==> src/rtl/game2048_pkg.sv <==
//============================================================================
// game2048_pkg
// Shared types, state encoding, direction bits, endstatus codes and the
// (direction, line, element) -> cell index mapping for the 2048 board.
// Revision: 1.0
//============================================================================
`default_nettype none

package game2048_pkg;

  localparam int CELL_W   = 4;
  localparam int N_CELLS  = 16;
  localparam int LINE_LEN = 4;

  typedef logic [N_CELLS-1:0][CELL_W-1:0]  board_t;
  typedef logic [LINE_LEN-1:0][CELL_W-1:0] line_t;

  typedef enum logic [2:0] {
    INIT0  = 3'd0,
    INIT1  = 3'd1,
    SLIDE  = 3'd2,
    SPAWN  = 3'd3,
    COMMIT = 3'd4,
    CHECK  = 3'd5,
    IDLE   = 3'd6,
    OVER   = 3'd7
  } state_t;

  localparam int DIR_UP    = 3;
  localparam int DIR_DOWN  = 2;
  localparam int DIR_LEFT  = 1;
  localparam int DIR_RIGHT = 0;

  localparam logic [1:0] END_PLAYING = 2'b00;
  localparam logic [1:0] END_WON     = 2'b01;
  localparam logic [1:0] END_LOST    = 2'b10;

  // Cell index is row*4+col (0 = box1, top-left); element 0 sits nearest the move direction.
  function automatic logic [3:0] cell_index(input logic [1:0] dir,
                                            input logic [1:0] line,
                                            input logic [1:0] elem);
    logic [1:0] r;
    logic [1:0] c;
    r = line;
    c = elem;
    case (dir)
      2'(DIR_UP):    begin r = elem;         c = line;         end
      2'(DIR_DOWN):  begin r = 2'd3 - elem;  c = line;         end
      2'(DIR_LEFT):  begin r = line;         c = elem;         end
      default:       begin r = line;         c = 2'd3 - elem;  end
    endcase
    return {r, c};
  endfunction

endpackage

`default_nettype wire

==> src/rtl/line_merge.sv <==
//============================================================================
// line_merge
// Combinational 2048 line slide: compact toward element 0, merge equal
// neighbours nearest-first (once per tile, saturating at 15), compact again.
// Revision: 1.0
//============================================================================
`default_nettype none

module line_merge
  import game2048_pkg::*;
(
  input  line_t cells_i,
  output line_t cells_o,
  output logic  changed_o
);

  function automatic line_t compact(input line_t l);
    line_t      r;
    logic [1:0] k;
    r = '0;
    k = '0;
    for (int i = 0; i < LINE_LEN; i++) begin
      if (l[i] != '0) begin
        r[k] = l[i];
        k    = k + 2'd1;
      end
    end
    return r;
  endfunction

  line_t packed_cells;
  line_t merged_cells;

  always_comb begin
    packed_cells = compact(cells_i);
    merged_cells = packed_cells;
    // A merged pair leaves a zero behind, so the next iteration cannot merge it again.
    for (int i = 0; i < LINE_LEN-1; i++) begin
      if (merged_cells[i] != '0 && merged_cells[i] == merged_cells[i+1]) begin
        merged_cells[i]   = (merged_cells[i] == 4'hF) ? 4'hF : merged_cells[i] + 4'd1;
        merged_cells[i+1] = '0;
      end
    end
    cells_o   = compact(merged_cells);
    changed_o = (cells_o != cells_i);
  end

endmodule

`default_nettype wire

==> src/rtl/move_controller.sv <==
//============================================================================
// move_controller
// 2048 move sequencer: opening tiles, slide/merge one line per cycle,
// spawn, single-cycle commit strobe, win/lose detection.
// Optional build macro SPAWN_FOUR_EN: 1-in-16 spawns become a 4 tile.
// Revision: 1.0
//============================================================================
`default_nettype none

module move_controller
  import game2048_pkg::*;
#(
  parameter int          WIN_EXP   = 11,
  parameter logic [15:0] LFSR_SEED = 16'hACE1
) (
  input  logic        clock,
  input  logic        resetn,
  input  logic [3:0]  direction,
  input  logic [63:0] oldvalues,
  output logic        enable,
  output logic [63:0] newvalues,
  output logic        busy,
  output logic [1:0]  endstatus
);

  localparam logic [CELL_W-1:0] WIN_CELL = CELL_W'(WIN_EXP);

  state_t      state_q, state_d;
  board_t      board_q, board_d;
  logic [15:0] lfsr_q;
  logic [3:0]  dir_prev_q;
  logic [1:0]  line_q, line_d;
  logic [1:0]  dir_q, dir_d;
  logic        changed_q, changed_d;
  logic [3:0]  scan_idx_q, scan_idx_d;
  logic [3:0]  scan_cnt_q, scan_cnt_d;
  logic        init_q, init_d;
  logic [63:0] newvalues_q, newvalues_d;
  logic [1:0]  endstatus_q, endstatus_d;

  line_t       line_in, line_out;
  logic        line_chg;
  logic [3:0]  rise;
  logic [3:0]  spawn_idx;
  logic [3:0]  spawn_val;
  logic        any_win, any_empty, any_pair;

  line_merge u_line_merge (
    .cells_i   (line_in),
    .cells_o   (line_out),
    .changed_o (line_chg)
  );

  assign rise      = direction & ~dir_prev_q;
  assign spawn_idx = (scan_cnt_q == 4'd0) ? lfsr_q[3:0] : scan_idx_q;

`ifdef SPAWN_FOUR_EN
  assign spawn_val = (lfsr_q[7:4] == 4'd0) ? 4'd2 : 4'd1;
`else
  assign spawn_val = 4'd1;
`endif

  // Packed board slot [15-k] holds cell k, and 15-k == ~k for a 4-bit index.
  always_comb begin
    any_win   = 1'b0;
    any_empty = 1'b0;
    any_pair  = 1'b0;
    for (int r = 0; r < 4; r++) begin
      for (int c = 0; c < 4; c++) begin
        if (board_q[~{2'(r), 2'(c)}] >= WIN_CELL) any_win = 1'b1;
        if (board_q[~{2'(r), 2'(c)}] == '0)       any_empty = 1'b1;
        if (c < 3 && board_q[~{2'(r), 2'(c)}] == board_q[~{2'(r), 2'(c+1)}]) any_pair = 1'b1;
        if (r < 3 && board_q[~{2'(r), 2'(c)}] == board_q[~{2'(r+1), 2'(c)}]) any_pair = 1'b1;
      end
    end
  end

  always_comb begin
    state_d     = state_q;
    board_d     = board_q;
    line_d      = line_q;
    dir_d       = dir_q;
    changed_d   = changed_q;
    scan_idx_d  = scan_idx_q;
    scan_cnt_d  = scan_cnt_q;
    init_d      = init_q;
    newvalues_d = newvalues_q;
    endstatus_d = endstatus_q;
    line_in     = '0;
    for (int e = 0; e < LINE_LEN; e++) begin
      line_in[e] = board_q[~cell_index(dir_q, line_q, 2'(e))];
    end

    case (state_q)
      INIT0, INIT1, SPAWN: begin
        if (board_q[~spawn_idx] == '0) begin
          board_d[~spawn_idx] = spawn_val;
          scan_cnt_d          = '0;
          state_d             = COMMIT;
        end else if (scan_cnt_q == 4'd15) begin
          scan_cnt_d = '0;
          state_d    = COMMIT;
        end else begin
          scan_idx_d = spawn_idx + 4'd1;
          scan_cnt_d = scan_cnt_q + 4'd1;
        end
      end
      SLIDE: begin
        for (int e = 0; e < LINE_LEN; e++) begin
          board_d[~cell_index(dir_q, line_q, 2'(e))] = line_out[e];
        end
        changed_d = changed_q | line_chg;
        line_d    = line_q + 2'd1;
        if (line_q == 2'd3) begin
          state_d = (changed_q | line_chg) ? SPAWN : IDLE;
        end
      end
      COMMIT: state_d = CHECK;
      CHECK: begin
        if (any_win) begin
          endstatus_d = END_WON;
          state_d     = OVER;
        end else if (!any_empty && !any_pair) begin
          endstatus_d = END_LOST;
          state_d     = OVER;
        end else if (init_q) begin
          init_d  = 1'b0;
          state_d = INIT1;
        end else begin
          state_d = IDLE;
        end
      end
      IDLE: begin
        if (rise != 4'd0) begin
          board_d   = oldvalues;
          changed_d = 1'b0;
          line_d    = '0;
          state_d   = SLIDE;
          if      (rise[DIR_UP])   dir_d = 2'(DIR_UP);
          else if (rise[DIR_DOWN]) dir_d = 2'(DIR_DOWN);
          else if (rise[DIR_LEFT]) dir_d = 2'(DIR_LEFT);
          else                     dir_d = 2'(DIR_RIGHT);
        end
      end
      OVER: state_d = OVER;
      default: state_d = INIT0;
    endcase

    if (state_d == COMMIT && state_q != COMMIT) newvalues_d = board_d;
  end

  always_ff @(posedge clock or negedge resetn) begin
    if (!resetn) begin
      state_q     <= INIT0;
      board_q     <= '0;
      lfsr_q      <= LFSR_SEED;
      dir_prev_q  <= '0;
      line_q      <= '0;
      dir_q       <= '0;
      changed_q   <= 1'b0;
      scan_idx_q  <= '0;
      scan_cnt_q  <= '0;
      init_q      <= 1'b1;
      newvalues_q <= '0;
      endstatus_q <= END_PLAYING;
    end else begin
      state_q     <= state_d;
      board_q     <= board_d;
      lfsr_q      <= {lfsr_q[14:0], lfsr_q[15] ^ lfsr_q[13] ^ lfsr_q[12] ^ lfsr_q[10]};
      dir_prev_q  <= direction;
      line_q      <= line_d;
      dir_q       <= dir_d;
      changed_q   <= changed_d;
      scan_idx_q  <= scan_idx_d;
      scan_cnt_q  <= scan_cnt_d;
      init_q      <= init_d;
      newvalues_q <= newvalues_d;
      endstatus_q <= endstatus_d;
    end
  end

  assign enable    = (state_q == COMMIT);
  assign busy      = (state_q != IDLE);
  assign newvalues = newvalues_q;
  assign endstatus = endstatus_q;

endmodule

`default_nettype wire

==> config.mk <==
export PLATFORM = sky130hd
export DESIGN_NAME = move_controller
export DESIGN_NICKNAME = d
export VERILOG_FILES = /design/src/rtl/game2048_pkg.sv /design/src/rtl/line_merge.sv /design/src/rtl/move_controller.sv
export SDC_FILE = /design/constraint.sdc
export NUM_CORES = 1
export LEC_CHECK = 0
export ABC_AREA = 0
export BUFFER_PORTS_ARGS = -buffer_cell sky130_fd_sc_hd__buf_2
export CORE_AREA = 2 2 315 223
export CTS_BUF_LIST = sky130_fd_sc_hd__clkbuf_2 sky130_fd_sc_hd__clkbuf_4 sky130_fd_sc_hd__clkbuf_8
export DETAILED_ROUTE_END_ITERATION = 16
export DIE_AREA = 0 0 317 225
export SYNTH_ARGS = -nofsm -noshare
export SYNTH_HDL_FRONTEND = slang
export SYNTH_HIERARCHICAL = 1
export SYNTH_SLANG_ARGS = --single-unit
==> constraint.sdc <==
create_clock -name clock -period 9.48 [get_ports clock]
set_clock_uncertainty 0.05 [all_clocks]
set_input_delay 1.896 -clock clock [delete_from_list [all_inputs] [get_ports clock]]
set_output_delay 1.896 -clock clock [all_outputs]
set_load 0.02 [all_outputs]
==> flow_summary.rst <==
.. list-table::
   :header-rows: 1

   * - Metric
     - Value
   * - Register clock-pin slew on the reported worst setup and hold paths
     - 0.14 ns
   * - Nets
     - about 2.2k
   * - Iteration-0 DRC Markers
     - between 3k and 4k
   * - DRT Pass-1 Iters
     - 8
   * - Switching power as a share of total power
     - 0.4018
   * - Antenna violation net count after detailed routing
     - 0
   * - Run status
     - completed
   * - Sequential cell area
     - 4192 um2
   * - Setup WS post-layout
     - 0.3877 ns
   * - Fin Setup TNS
     - 0 ns
   * - Initial core utilization
     - 0.2495
   * - Via count
     - 18.61k
   * - Routed WL
     - 87720 um
   * - Number of vias per cell
     - roughly 6.1
   * - Synth cell types
     - 113
   * - Maximum vdd ir drop
     - 0.00007404 V
   * - Power density normalized to cell area
     - 99.94 nW/um2
   * - Clock tree from TritonCTS
     - yes
   * - Type of the worst setup path
     - reg2reg
   * - Antenna violations before repair
     - 4
   * - Number of filler instances in the final layout
     - just over 7k
   * - Post-Place Setup Slack
     - roughly 0.45 ns
   * - Slowest stage cell on the critical path
     - or4_4
   * - Clk Tree Root Cell
     - clkbuf_8
   * - H-Tree Depth
     - 4
   * - Proportion of register bits with asynchronous set or reset after synthesis
     - 1.000
   * - Die X
     - 317 um
   * - Area of the mapped netlist
     - approximately 17000 um2
   * - Floorplan core area
     - 67970 um2
   * - Largest net degree at the start of global routing
     - 67
   * - Clock power share
     - 0.305
   * - Least-Margin Pin Slew
     - 1.321 ns
   * - Dominant synthesized flop cell
     - dfrtp_1
   * - Type of element launching the critical path
     - flip-flop
   * - Synthesized Nets
     - 2103
   * - Wire length per cell
     - 28.70 um
   * - Syn. warnings
     - 6
   * - Data required time of the critical path
     - 9.84 ns
   * - Power Internal
     - roughly 1.2 mW
   * - Most common library cell in the layout ignoring fill and taps
     - nand2_1
   * - Total die area
     - slightly above 70000 um2
   * - Relative slew margins
     - 0.1157
   * - DPL Wire Length
     - 66720 um
   * - Shortest clock period the worst path allows after layout
     - 9.092 ns
   * - Rows
     - 80
   * - Fraction of the yosys area taken by sequential cells
     - 0.2471
   * - Clock buffers created by TritonCTS
     - 17
   * - Vertical extent of the die
     - 225 um
   * - Period utilisation layout
     - 0.9591
   * - Peak per-stage delay on the critical path
     - about 0.55 ns
   * - Leakage Power
     - 7.974 nW
   * - Number of enable-type register cells in the synthesized netlist
     - 0
   * - Cell type with the highest occurrence count on the critical path
     - buf_4
   * - Hold buffer count at CTS
     - 0
   * - Number of endpoints with negative hold slack in the final report
     - 0
   * - DRC violations left
     - 0
   * - Final setup violation count
     - 0
   * - Reported net switching power
     - about 0.79 mW
   * - Area after DPL
     - 19310 um2
   * - Comb power frac
     - 0.333
   * - Clk_lat worst skew
     - between 0.5 and 0.6 ns
   * - Number of global-route vias before repair
     - 17.03k
   * - Combined area of the multi-input logic cells
     - 11820 um2
   * - Peak fanout along the critical path
     - 26
   * - Count of instances resized after the clock tree is built
     - 0
   * - Total overflow reported by the global router
     - 0
   * - Post-CTS setup-driven buffer insertion count
     - 0
   * - PortBufs
     - 137
   * - Global-route wire length before repair
     - 124900 um
   * - RSZ-0062 raised after global routing
     - no
   * - Number of buffers between clock root and the deepest sink
     - 2
   * - Register bit total from synthesis
     - about 170
   * - Most frequent cells in the layout
     - nand2_1 (232), buf_4 (173), dfrtp_1 (157)
   * - Final number of max-transition violations
     - 0
   * - Routability Congestion
     - 1.062
   * - I/O pin total
     - 138
   * - Min-delay worst type
     - reg2reg
   * - Sequential cell fraction of total power
     - 0.362
   * - Area growth from synthesis to layout
     - 16.51%
   * - CTS Sinks
     - 167
   * - Maxcap violations
     - 0
   * - Fmax achieved
     - 0.1100 GHz
   * - Mean post-synth cell area
     - 8.403 um2
   * - Syn Inst Count
     - 2018
   * - Share of post-route cells with drive strength above 1
     - 0.2372
   * - Total routing usage reported by global routing
     - 0.2392
   * - Arrival time of data at the critical path endpoint
     - approximately 9.5 ns
   * - CP Capture Type
     - flip-flop
   * - Final non-filler cell area
     - 19760 um2
[routing by layer]
| metal | GRT usage | routed length [um] | vias up |
|---|---|---|---|
| met2 | 0.2943 | 31400 | 1448 |
| met5 | 0.003444 | 34 | - |
| met4 | 0.05295 | 2074 | 4 |
| li1 | - | - | 7855 |
| met1 | 0.3545 | 39210 | 9117 |
| met3 | 0.1245 | 15010 | 185 |
[flip-flops by register name (all words and copies together), names as in the netlist]
name,count
state_q,3
endstatus,2
newvalues,64
dir_prev_q,4
scan_idx_q,4
init_q,1
dir_q,2
lfsr_q,16
scan_cnt_q,4
board_q,64
changed_q,1
line_q,2
[Yosys cell counts (35+ instances only)]
cell,instances,share of area
mux2_2,39,0.026
a21oi_1,94,0.028
inv_1,36,0.0080
o22ai_1,46,0.017
nand2_1,232,0.051
nor3_1,35,0.010
dfrtp_1,158,0.23
o21ai_0,87,0.026
nor2_1,106,0.023
mux2i_1,127,0.075
xor2_1,87,0.045
nor4_1,36,0.013
a211oi_1,42,0.019
clkbuf_1,150,0.033
mux2_1,42,0.028
nand3_1,36,0.011
[final cells by class]
type,instances,area share
Multi-Input combinational cell,1601,0.5983
Sequential cell,167,0.2122
Timing Repair Buffer,312,0.1028
Tap cell,902,0.05712
Clock buffer,18,0.01222
Clock inverter,14,0.009120
Inverter,42,0.008170
Antenna cell,1,0.0001267
[worst max-delay path: cells and delay by family, from the launching register on]
kind	cells	cell delay, ns
compound gates	12	3.07
xor+xnor	1	0.17
fa+ha+maj	2	0.49
buf+inv	6	1.10
flops	1	0.50
mux	1	0.54
simple gates	10	2.96
[through the flow]
stage / std cells / hold WS, ns / total power [mW] / utilization
after floorplan: 2018 / 0.2812 / 1.087 / -
after global placement: 3024 / 0.2843 / 1.354 / 0.2841
after detailed placement: 3024 / 0.2933 / 1.348 / 0.2841
after CTS: 3056 / 0.2958 / 1.938 / 0.2903
after global routing: 3056 / 0.3001 / 2.027 / 0.2906
final: 3057 / 0.3014 / 1.975 / 0.2907
[power groups by stage]
stage	logic, mW	clock network, mW	registers [mW]
after floorplan	0.358	0	0.729
after global placement	0.625	0	0.729
after detailed placement	0.619	0	0.729
after CTS	0.621	0.602	0.715
after global routing	0.681	0.630	0.716
final	0.658	0.601	0.715
[final timing paths]
path | from | end | slack, ns | cells after the start
min in group asynchronous | resetn | dir_q[0] | 1.31 | 1
hold reg to reg | lfsr_q[6] | lfsr_q[7] | 0.30 | 0
setup / recovery | dir_q[1] | state_q[0] | 0.39 | 32
max in group asynchronous | resetn | board_q[38] | 6.15 | 3
hold / removal | lfsr_q[6] | lfsr_q[7] | 0.30 | 0
setup reg to reg | dir_q[1] | state_q[0] | 0.39 | 32
[logic make-up (layout without fill, tap and decap cells)]
| kind of cell | after synthesis | in the layout | synth area share |
|---|---|---|---|
| fa+ha+maj | 15 | 15 | 0.01107 |
| xor+xnor | 116 | 116 | 0.05991 |
| compound gates | 622 | 622 | 0.2702 |
| buf+inv | 250 | 386 | 0.06257 |
| other cells | 0 | 1 | 0 |
| flops | 167 | 167 | 0.2471 |
| simple gates | 611 | 611 | 0.1828 |
| mux | 237 | 237 | 0.1664 |
Note: power is estimated with default switching activity, not from simulation.
